===== src/rtl/clk_div_gen.sv =====
// clk_div_gen -- CPU clock generator placed between the board oscillator and
// the CPU core. It has a free-running divide counter and a registered CPU
// clock with four run-time modes:
//   0 fast tap   : Clk_CPU follows clkdiv[FAST_TAP]
//   1 slow tap   : Clk_CPU follows clkdiv[SLOW_TAP]
//   2 programmed : half period of (div_lat + 1) clk cycles
//   3 single-step: one high pulse of 2^FAST_TAP clk cycles per step button edge
// A mode change takes effect only while Clk_CPU is low, so the CPU never
// sees a runt pulse when the mode changes.
//
// Ports:
//   clk      in   system clock; all logic runs on its rising edge
//   rst      in   asynchronous active-low reset
//   mode     in   requested mode (0..3)
//   div_val  in   mode-2 half period minus one
//   step     in   asynchronous step button, synchronised internally
//   clkdiv   out  free-running counter
//   Clk_CPU  out  registered CPU clock
//   cpu_en   out  one-cycle pulse on each Clk_CPU 0->1 transition
//   num      out  count of Clk_CPU rising transitions
//   mode_act out  mode currently in effect
//
// Optional feature: define CLK_DIV_NUM_SAT_EN to make num saturate at
// all-ones. When it is not defined, num wraps to zero.
module clk_div_gen #(
  parameter int CNT_W    = 32,
  parameter int FAST_TAP = 2,
  parameter int SLOW_TAP = 24,
  parameter int DIV_W    = 16,
  parameter int NUM_W    = 11
) (
  input  logic             clk,
  input  logic             rst,
  input  logic [1:0]       mode,
  input  logic [DIV_W-1:0] div_val,
  input  logic             step,
  output logic [CNT_W-1:0] clkdiv,
  output logic             Clk_CPU,
  output logic             cpu_en,
  output logic [NUM_W-1:0] num,
  output logic [1:0]       mode_act
);

  typedef enum logic [1:0] {
    MODE_FAST = 2'd0,
    MODE_SLOW = 2'd1,
    MODE_PROG = 2'd2,
    MODE_STEP = 2'd3
  } mode_e;

  localparam int SC_W = (FAST_TAP > 0) ? FAST_TAP : 1;
  localparam logic [SC_W-1:0] STEP_LAST = SC_W'((2 ** FAST_TAP) - 1);

  logic [CNT_W-1:0] r_clkdiv, w_clkdiv_next;
  logic             r_clk_cpu, w_clk_cpu_next;
  logic             r_cpu_en;
  logic [NUM_W-1:0] r_num, w_num_next;
  mode_e            r_mode_act, w_mode_act_next;
  logic [DIV_W-1:0] r_pcnt, w_pcnt_next;
  logic [DIV_W-1:0] r_div_lat, w_div_lat_next;
  logic [SC_W-1:0]  r_step_cnt, w_step_cnt_next;
  logic             r_step_s1, r_step_s2, r_step_s3;
  logic             r_step_busy, w_step_busy_next;
  logic             r_arm, w_arm_next;
  logic             w_step_edge;
  logic             w_tap;
  logic             w_rise;

  always_ff @(posedge clk or negedge rst) begin
    if (!rst) begin
      r_clkdiv    <= '0;
      r_clk_cpu   <= 1'b0;
      r_cpu_en    <= 1'b0;
      r_num       <= '0;
      r_mode_act  <= MODE_FAST;
      r_pcnt      <= '0;
      r_div_lat   <= '0;
      r_step_cnt  <= '0;
      r_step_s1   <= 1'b0;
      r_step_s2   <= 1'b0;
      r_step_s3   <= 1'b0;
      r_step_busy <= 1'b0;
      r_arm       <= 1'b1;
    end else begin
      r_clkdiv    <= w_clkdiv_next;
      r_clk_cpu   <= w_clk_cpu_next;
      r_cpu_en    <= w_rise;
      r_num       <= w_num_next;
      r_mode_act  <= w_mode_act_next;
      r_pcnt      <= w_pcnt_next;
      r_div_lat   <= w_div_lat_next;
      r_step_cnt  <= w_step_cnt_next;
      r_step_s1   <= step;
      r_step_s2   <= r_step_s1;
      r_step_s3   <= r_step_s2;
      r_step_busy <= w_step_busy_next;
      r_arm       <= w_arm_next;
    end
  end

  always_comb begin
    w_clkdiv_next    = r_clkdiv + CNT_W'(1);
    w_clk_cpu_next   = r_clk_cpu;
    w_mode_act_next  = r_mode_act;
    w_pcnt_next      = r_pcnt;
    w_div_lat_next   = r_div_lat;
    w_step_cnt_next  = r_step_cnt;
    w_step_busy_next = r_step_busy;
    w_arm_next       = r_arm;
    w_step_edge      = r_step_s2 & ~r_step_s3;
    w_tap            = (r_mode_act == MODE_FAST) ? r_clkdiv[FAST_TAP] : r_clkdiv[SLOW_TAP];

    if ((mode != r_mode_act) && !r_clk_cpu) begin
      // Switch only while the clock is low. That low level is held for at
      // least this edge, and every mode starts again from a clean state.
      w_mode_act_next  = mode_e'(mode);
      w_clk_cpu_next   = 1'b0;
      w_pcnt_next      = '0;
      w_div_lat_next   = div_val;
      w_step_busy_next = 1'b0;
      w_arm_next       = 1'b0;
    end else begin
      case (r_mode_act)
        MODE_FAST, MODE_SLOW: begin
          // Wait for the tap bit to be seen low before tracking it. If the
          // clock followed the tap at once, a switch landing in the middle
          // of the tap's high half would give a short high pulse.
          if (r_arm) begin
            w_clk_cpu_next = w_tap;
          end else begin
            w_clk_cpu_next = 1'b0;
            w_arm_next     = ~w_tap;
          end
        end
        MODE_PROG: begin
          if (r_pcnt == r_div_lat) begin
            w_clk_cpu_next = ~r_clk_cpu;
            w_pcnt_next    = '0;
            // Take the new divisor only at the falling toggle, so every
            // period is a whole high/low pair of one length.
            if (r_clk_cpu) w_div_lat_next = div_val;
          end else begin
            w_pcnt_next = r_pcnt + DIV_W'(1);
          end
        end
        default: begin
          if (r_step_busy) begin
            if (r_clk_cpu) begin
              if (r_step_cnt == STEP_LAST) w_clk_cpu_next = 1'b0;
              else                         w_step_cnt_next = r_step_cnt + SC_W'(1);
            end else begin
              // Busy clears one edge after the fall. A step edge that
              // arrives before then is dropped, not queued.
              w_step_busy_next = 1'b0;
            end
          end else if (w_step_edge && !r_clk_cpu) begin
            w_clk_cpu_next   = 1'b1;
            w_step_busy_next = 1'b1;
            w_step_cnt_next  = '0;
          end
        end
      endcase
    end

    w_rise     = w_clk_cpu_next & ~r_clk_cpu;
    w_num_next = r_num;
    if (w_rise) begin
`ifdef CLK_DIV_NUM_SAT_EN
      if (r_num != {NUM_W{1'b1}}) w_num_next = r_num + NUM_W'(1);
`else
      w_num_next = r_num + NUM_W'(1);
`endif
    end
  end

  assign clkdiv   = r_clkdiv;
  assign Clk_CPU  = r_clk_cpu;
  assign cpu_en   = r_cpu_en;
  assign num      = r_num;
  assign mode_act = r_mode_act;

endmodule


===== config.mk =====
export PLATFORM = sky130hd
export DESIGN_NAME = clk_div_gen
export DESIGN_NICKNAME = d
export VERILOG_FILES = /design/src/rtl/clk_div_gen.sv
export SDC_FILE = /design/constraint.sdc
export NUM_CORES = 1
export LEC_CHECK = 0
export BUFFER_PORTS_ARGS = -buffer_cell sky130_fd_sc_hd__buf_2
export CAP_MARGIN = 20
export CORE_MARGIN = 3
export CORE_UTILIZATION = 55
export CTS_CLUSTER_DIAMETER = 200
export CTS_CLUSTER_SIZE = 14
export DETAILED_ROUTE_END_ITERATION = 10
export HOLD_SLACK_MARGIN = 0.08
export PLACE_DENSITY_LB_ADDON = 0.25
export SETUP_SLACK_MARGIN = 0.3
export SLEW_MARGIN = 20
export SYNTH_ARGS = -nofsm -noshare
export SYNTH_HDL_FRONTEND = slang
export SYNTH_SLANG_ARGS = --single-unit

===== constraint.sdc =====
create_clock -name clk -period 4.9 [get_ports clk]
set_clock_uncertainty 0.1 [all_clocks]
set_input_delay 0.735 -clock clk [delete_from_list [all_inputs] [get_ports clk]]
set_output_delay 0.735 -clock clk [all_outputs]
set_load 0.01 [all_outputs]

* Word level (Yosys, flattened, before mapping)
Index checks and enable logic that the tools add are counted.
** Cells by class
- $add $sub $neg :: 4
- Bitwise logic cells :: 7
- Multiplexer cells :: 28
- Reductions and logical operators :: 13
- Eq/ne operators :: 8
** Operators by type and width (number)
- 2-to-1 mux 16 bit :: 7
- adder 32 x 1 -> 32 bit, second input constant :: 1
- adder 16 x 1 -> 16 bit, second input constant :: 1
- == test 16 bit :: 1
- 2-to-1 mux 1 bit :: 16
- adder 11 x 1 -> 11 bit, second input constant :: 1
- nonzero test 2 bit :: 5
- 2-to-1 mux 2 bit :: 4
- inverter 1 bit :: 5
- AND reduction 5 bit :: 1
- == test 2 bit, second input constant :: 2
- != test 2 bit, second input constant :: 2
- AND reduction 3 bit :: 1
- OR reduction 3 bit :: 1
- adder 2 x 1 -> 2 bit, second input constant :: 1
- bitwise AND 1 bit :: 2
- == test 2 x 1 -> 1 bit, second input constant :: 1
- logical AND 1 bit :: 2
- logical NOT 2 bit :: 1
- != test 2 x 1 -> 1 bit, second input constant :: 1
- != test 2 bit :: 1
- one-hot mux 1 bit (2 select lines) :: 1
- OR reduction 2 bit :: 1
- logical NOT 1 bit :: 1
** Storage, ports and cells
- Word-level logic and storage cells :: 73
- Bits in registers :: 86
- Output and inout port bits :: 47
- Input port bits :: 21

* Depth between registers and ports, before layout
Gate-level depths: netlist (run 1).
- Word-level depth :: 8
- Gate-level depth with buffers :: 8
- Mapped depth without buffers :: 7

* Worst setup path after synthesis (run 1)
Ideal clock, no wire load.
- Path kind :: in2reg
- Start point :: input mode[1]
- End point :: register r_pcnt[6]
- Buffers on the path :: 2
- Setup slack :: 2.643 ns
- Arrival :: 2.046 ns
- Cell stages on the path :: 7
- Required time :: 4.690 ns
- Setup time :: 0.110 ns
- Cell sequence :: xnor2_1 a21oi_1 buf_2 nor2_1 nand2_1 buf_4 o41ai_1
** Between the ends
- Longest elaborated chain between the ends :: 3
- Elaborated cells between the ends (all ways) :: 4
- Classes of those cells :: eq/ne: 1; mux: 1; reduce/logical: 2
** RTL lines
- start: declaration :: line 34 : input logic [1:0] mode,
- != test 2 bit (*) :: line 113 : if ((mode != r_mode_act) && !r_clk_cpu) begin
- logical AND 1 bit (*) :: line 113
- 2-to-1 mux 16 bit / nonzero test 2 bit (equally long branches)
- end signal: assignment :: line 90 : r_pcnt <= w_pcnt_next;
- end: declaration :: line 59 : logic [DIV_W-1:0] r_pcnt, w_pcnt_next;
Every way passes the cells marked *; elsewhere a longest branch is shown, timed or not.
A chain may end at the register's enable or synchronous reset.

* Worst setup path after layout (run 1)
- Start point :: register r_pcnt[2]
- End point :: register r_div_lat[4]
** Between the ends
- Longest elaborated chain between the ends :: 3
** RTL lines
- == test 16 bit :: line 136 : if (r_pcnt == r_div_lat) begin
- nonzero test 2 bit (no source line)
- AND reduction 3 bit (no source line)
- end signal: assignment :: line 91 : r_div_lat <= w_div_lat_next;
- end: declaration :: line 60 : logic [DIV_W-1:0] r_div_lat, w_div_lat_next;
No other way between the ends.

==> flow_metrics.env, run 1 <==
export IMPL_clk_pin_slew_worst_paths_ns=0.08
export IMPL_fin_crit_sh_pct=59.5
export IMPL_wl_per_cell_um=14.8
export IMPL_drv_slew=0
export IMPL_syn_to_final_growth_pct=13.1
export IMPL_hp_start="r_step_s1"
export IMPL_most_common_layout_cells="dfrtp_1 (85), buf_2 (66), xnor2_1 (45)"
export IMPL_slowest_stage="a31o_1"
export IMPL_powerDensity_mw_per_mm2=361
export IMPL_end_kind="flip-flop"
export IMPL_final_area_mm2=0.00471
export IMPL_dp_cells=531
export IMPL_multi_input_area_mm2=0.00180
export IMPL_cts_root_buf="clkbuf_8"
export IMPL_design_portCount=68
export IMPL_setup_slack_ns=1.99
export IMPL_critPathLaunchType="flip-flop"
export IMPL_cp_max_fo=16
export IMPL_syn_nets=403
export IMPL_postCtsSetupRepairBufs=0
export IMPL_critical_path_top_delay_family="compound AO/OA/AOI/OAI gates"
export IMPL_rsz0062_at_grt="no"
export IMPL_fin_setup_tns_ns=0
export IMPL_insertion_delay_ns=0.35
export IMPL_cap_violations=0
export IMPL_grt_pass1_vias=2910
export IMPL_clockBufferDepth=2
export IMPL_ctsResizeCount=0
export IMPL_ys_warn_count=0
export IMPL_initial_core_util_pct=57.1
export IMPL_hp_class="reg -> reg"
export IMPL_antenna_found_initial=1
export IMPL_vias_per_cell=5.49
export IMPL_place_ws_ns=1.79
export IMPL_synthTopCellsByArea="dfrtp_1 (51%), xnor2_1 (9.5%), nand3_1 (3.7%)"
export IMPL_drc_errors=0
export IMPL_cp_arrival_ns=3.04
export IMPL_postCtsHoldBufs=0
export IMPL_max_stage_delay_ns=0.87
export IMPL_drive_above_1_share_pct=24.8
export IMPL_port_buffers=67
export IMPL_fillers=628
export IMPL_ant_nets=0
export IMPL_htreeDepth=3
export IMPL_switching_power_w=0.000495
export IMPL_path_buf_inv=0
export IMPL_synth_area_mm2=0.00416
export IMPL_postPlaceCellArea_mm2=0.00450
export IMPL_ir_drop_mv=0.226
export IMPL_setup_viol=0
export IMPL_routabilityCongestion=0.839
export IMPL_ys_ff_latch=86
export IMPL_row_count=31
export IMPL_cts_tree="yes"
export IMPL_r2r_start="r_pcnt[2]"
export IMPL_synth_cells=378
export IMPL_final_cells=548
export IMPL_synth_top_flop_cell="dfrtp_1"
export IMPL_p_leak_nw=2.20
export IMPL_synth_edf_count=0
export IMPL_grt_first_pass_wirelength_mm=13.9
export IMPL_internal_power_w=0.00120
export IMPL_p_total_w=0.00170
export IMPL_crit_start="r_pcnt[2]"
export IMPL_grt_overflow_total=0
export IMPL_relSlewSlack_pct=35.1
export IMPL_critPathKind="reg -> reg"
export IMPL_pwr_share_seq_pct=51.0
export IMPL_firstDrtPassIters=4
export IMPL_cts_made_buffers=9
export IMPL_fmax_mhz=343
export IMPL_syn_avg_cell_area_um2=11.0
export IMPL_totalWireLength_mm=8.12
export IMPL_fp_dieArea_mm2=0.00865
export IMPL_clockPowerShare_pct=29.2
export IMPL_min_period_ns=2.91
export IMPL_seqCellArea_mm2=0.00215
export IMPL_core_mm2=0.00729
export IMPL_nets=468
export IMPL_critPathRequiredTime_ns=5.03
export IMPL_swShare_pct=29.2
export IMPL_dp_hpwl_mm=5.66
export IMPL_via_count=3008
export IMPL_crit_chain="xnor2_2, nand4_2, nor4_4, a31o_1, mux2_2"
export IMPL_synthArstFlopShare_pct=100
export IMPL_clock_sinks=86
export IMPL_final_common_cell="dfrtp_1"
export IMPL_die_h_um=93.0
export IMPL_grt_max_degree=87
export IMPL_yosys_cell_types_count=51
export IMPL_netlist_area_leader_share_pct=51.1
export IMPL_status="finished clean"
export IMPL_pwr_share_comb_pct=19.7
export IMPL_drtIter0Drc=117
export IMPL_tightest_slew_ns=0.967
export IMPL_finalHoldViolCount=0
export IMPL_die_w_um=93.0
export IMPL_synth_top_area_cell="dfrtp_1"
export IMPL_synth_seq_area_share_pct=51.7
export IMPL_track_usage_pct=20.1
## power groups by stage
| stage | Clock (W) | Combinational, W | Sequential (W) |
|---|---|---|---|
| after CTS | 0.000506 | 0.000338 | 0.000868 |
| after floorplan | 0 | 0.000283 | 0.000863 |
| final | 0.000497 | 0.000335 | 0.000867 |
| after global routing | 0.000537 | 0.000372 | 0.000881 |
| after global placement | 0 | 0.000328 | 0.000877 |
| after detailed placement | 0 | 0.000337 | 0.000883 |
## path summary, 6_finish.rpt
check,to,cells past startpoint,slack [ns]
max in group asynchronous,r_pcnt[13],1,3.84
setup reg to reg,r_div_lat[4],5,1.99
min in group asynchronous,r_step_cnt[0],1,0.32
setup / recovery,r_div_lat[4],5,1.99
hold reg to reg,r_step_s2,0,0.26
hold / removal,r_step_s2,0,0.26
## worst reg2reg max path, stage by stage, from the launching register on
cell	delay, ns
dfrtp_1	0.49
xnor2_2	0.20
nand4_2	0.14
nor4_4	0.58
a31o_1	0.87
mux2_2	0.43
## Yosys cell counts (4+ instances only)
cell type,instances
nor3_2,4
buf_6,4
nor2_1,27
o21ai_0,11
xnor2_1,45
nand3_1,31
ha_1,4
nor3_1,7
mux2_2,8
dfrtp_1,85
mux2_4,10
a21oi_1,7
nand2_1,29
xor2_1,13
nand4_1,13
o311ai_0,6
inv_1,23
## final cells by class
class	count	area share (%)
Antenna cell	1	0.0531
Sequential cell	86	45.7
Inverter	23	1.83
Timing Repair Buffer	67	7.25
Clock inverter	5	1.25
Multi-Input combinational cell	256	38.2
Clock buffer	11	3.00
Tap cell	99	2.63
## flip-flops by register name (all words and copies together), names as in the netlist
name and count:
num 11, r_step_busy 1, r_step_s3 1, r_pcnt 16, mode_act 2, r_step_s2 1, Clk_CPU 1, cpu_en 1
r_step_s1 1, r_div_lat 16, r_step_cnt 2, r_arm 1, clkdiv 32
## routing by layer
metal / track usage [%] / share of wire (%)
met4: 7.69 / 1.8
met2: 32.1 / 47
met5: 0 / 0
met3: 3.46 / 4.1
met1: 27.5 / 47
## through the flow
step	hold slack [ns]	utilization (%)
global route	0.268	64.6
detailed placement	0.240	61.7
CTS	0.260	64.5
finish	0.257	64.6
floorplan	0.231	-
global placement	0.234	61.7
## logic make-up (layout without fill, tap and decap cells)
family / Yosys count / after routing / synth area share (%)
mux: 21 / 21 / 6.49
other cells: 0 / 1 / 0
flops: 86 / 86 / 51.7
simple gates: 130 / 130 / 16.1
fa+ha+maj: 4 / 4 / 1.20
buf+inv: 36 / 106 / 4.99
compound gates: 42 / 42 / 6.83
xor+xnor: 59 / 59 / 12.6
Power figures use the tool's default switching activity.
==> run 2, diff against run 1 <==
--- a/config.mk
+++ b/config.mk
@@ -5,6 +5,7 @@
 export SDC_FILE = /design/constraint.sdc
 export NUM_CORES = 1
 export LEC_CHECK = 0
+export ABC_AREA = 1
 export BUFFER_PORTS_ARGS = -buffer_cell sky130_fd_sc_hd__buf_2
 export CAP_MARGIN = 20
 export CORE_MARGIN = 3
==> constraint.sdc (replaced) <==
create_clock -name clk -period 2.8 [get_ports clk]
set_clock_uncertainty 0.1 [all_clocks]
set_input_delay 0.42 -clock clk [delete_from_list [all_inputs] [get_ports clk]]
set_output_delay 0.42 -clock clk [all_outputs]
set_load 0.01 [all_outputs]
==> flow_metrics.env, run 2 <==
export IMPL_status="finished clean"
export IMPL_slowest_stage="dfrtp_1"
export IMPL_most_common_layout_cells="nand2_1 (155), dfrtp_1 (85), inv_1 (69)"
export IMPL_p_leak_nw=2.73
export IMPL_postCtsSetupRepairBufs=0
export IMPL_synthArstFlopShare_pct=100
export IMPL_relSlewSlack_pct=62.7
export IMPL_fin_setup_tns_ns=0
export IMPL_end_kind="flip-flop"
export IMPL_grt_max_degree=45
export IMPL_synth_area_mm2=0.00436
export IMPL_crit_cells=11
export IMPL_ctsResizeCount=0
export IMPL_cp_max_fo=12
export IMPL_antenna_found_initial=0
export IMPL_critPathLaunchType="flip-flop"
export IMPL_postPlaceCellArea_mm2=0.00480
export IMPL_grt_first_pass_wirelength_mm=15.4
export IMPL_fillers=607
export IMPL_drive_above_1_share_pct=17.1
export IMPL_multi_input_area_mm2=0.00189
export IMPL_grt_overflow_total=0
export IMPL_fp_dieArea_mm2=0.00904
export IMPL_ant_nets=0
export IMPL_port_buffers=67
export IMPL_wl_met1_mm=3.94
export IMPL_design_portCount=68
export IMPL_final_area_mm2=0.00506
export IMPL_cts_tree="yes"
export IMPL_routabilityCongestion=0.858
export IMPL_syn_nets=555
export IMPL_tightest_slew_ns=0.559
export IMPL_fin_crit_sh_pct=73.4
export IMPL_synth_most_common_cell="nand2_1"
export IMPL_insertion_delay_ns=0.35
export IMPL_largest_reg_flops=32
export IMPL_cts_made_buffers=9
export IMPL_drc_errors=0
export IMPL_critPathKind="reg -> reg"
export IMPL_seqCellArea_mm2=0.00215
export IMPL_row_count=31
export IMPL_vias_per_cell=5.09
export IMPL_htreeDepth=3
export IMPL_powerDensity_mw_per_mm2=545
export IMPL_synth_top_area_cell="dfrtp_1"
export IMPL_synth_top_flop_cell="dfrtp_1"
export IMPL_clock_sinks=86
export IMPL_ys_warn_count=0
export IMPL_hp_class="in -> reg"
export IMPL_crit_chain="inv_1, nand2_1, nand2_1, nor2_1, nand2_1, nor2_1, nand2_1, nand2_2, nand4_1, nand2_1, nand2_1"
export IMPL_synth_edf_count=0
export IMPL_syn_to_final_growth_pct=16.0
export IMPL_wl_met2_mm=4.45
export IMPL_drv_slew=0
export IMPL_critPathRequiredTime_ns=2.93
export IMPL_track_usage_pct=21.6
export IMPL_rr_worst_depth=11
export IMPL_top_layer="met4"
export IMPL_rsz0062_at_grt="no"
export IMPL_clk_pin_slew_worst_paths_ns=0.08
export IMPL_yosys_cell_types_count=31
export IMPL_whs_ns=0.176
export IMPL_finalHoldViolCount=0
export IMPL_max_stage_delay_ns=0.44
export IMPL_die_w_um=95.1
export IMPL_cap_violations=0
export IMPL_synth_seq_area_share_pct=49.4
export IMPL_fmax_mhz=487
export IMPL_critical_path_top_delay_family="simple AND/OR/NAND/NOR gates"
export IMPL_synth_commonest_cells="nand2_1 (155), dfrtp_1 (85), inv_1 (69), nand3_1 (45), nor2_1 (34)"
export IMPL_grt_pass1_vias=3484
export IMPL_ys_ff_latch=86
export IMPL_route_met3_wl_um=457
export IMPL_n_antenna_cell=0
export IMPL_die_h_um=95.1
export IMPL_final_common_cell="nand2_1"
export IMPL_clockBufferDepth=2
export IMPL_holdPathStages=3
export IMPL_nets=630
export IMPL_crit_path_frequent_cell="nand2_1"
export IMPL_min_period_ns=2.05
export IMPL_initial_core_util_pct=58.3
export IMPL_path_buf_inv=1
export IMPL_cp_arrival_ns=2.18
export IMPL_synthTopCellsByArea="dfrtp_1 (49%), nand2_1 (13%), inv_1 (5.9%)"
export IMPL_totalWireLength_mm=8.92
export IMPL_firstDrtPassIters=4
export IMPL_cts_root_buf="clkbuf_8"
export IMPL_netlist_area_leader_share_pct=48.8
export IMPL_ir_drop_mv=0.264
export IMPL_drtIter0Drc=141
export IMPL_setup_viol=0
export IMPL_synth_cells=530
export IMPL_via_count=3602
export IMPL_dp_hpwl_mm=6.47
export IMPL_wl_per_cell_um=12.6
export IMPL_syn_avg_cell_area_um2=8.23
export IMPL_core_mm2=0.00749
[run 2: layer usage]
layer	GRT usage, %	up-vias
met1	27.8	1677
met5	0	-
met3	5.60	9
met2	36.3	88
met4	5.65	0
li1	-	1828
[run 2: path summary, 6_finish.rpt]
kind,to,startpoint,slack [ns]
setup / recovery,num[8],r_pcnt[5],0.75
hold / removal,r_div_lat[13],div_val[13],0.18
setup reg to reg,num[8],r_pcnt[5],0.75
hold reg to reg,r_step_s2,r_step_s1,0.26
max in group asynchronous,r_arm,rst,1.40
min in group asynchronous,r_div_lat[10],rst,0.50
[run 2: cell families after synthesis]
family	Yosys count	synth area share [%]
simple gates	284	29.7
flops	86	49.4
buf+inv	78	7.31
xor+xnor	40	8.03
compound gates	38	4.47
fa+ha+maj	4	1.15
[run 2: timing repair]
item / 4_1_cts / 5_1_grt
endpoints found under the setup margin: 0 / 0
hold buffers: 2 / 0
endpoints found under the hold margin: 43 / 0
[run 2: cell type report]
cell class / count / area share (%)
clock inverter: 4 / 1.88
multi-input combinational: 366 / 37.4
sequential: 86 / 42.6
inverter: 70 / 5.19
tap: 99 / 2.45
clock buffer: 11 / 2.79
timing repair buffer: 72 / 7.76
[run 2: worst register-to-register path, delay by kind of cell (launching register included)]
kind	cells	cell delay, ns
DFF	1	0.44
and+or+nand+nor	10	1.32
buffers and inverters	1	0.08
[run 2: stage by stage]
step | setup slack, ns | utilization (%) | total power [W] | std cells
detailed placement | 0.716 | 64.2 | 0.00174 | 691
global route | 0.492 | 67.6 | 0.00291 | 708
floorplan | 0.963 | - | 0.00162 | 530
finish | 0.746 | 67.6 | 0.00276 | 708
global placement | 0.819 | 64.2 | 0.00173 | 691
CTS | 0.719 | 67.6 | 0.00279 | 708
[run 2: power by group]
part	switching (W)	internal, W
clock	0.000426	0.000612
combinational	0.000213	0.000122
sequential	0.0000639	0.00132
total	0.000704	0.00205
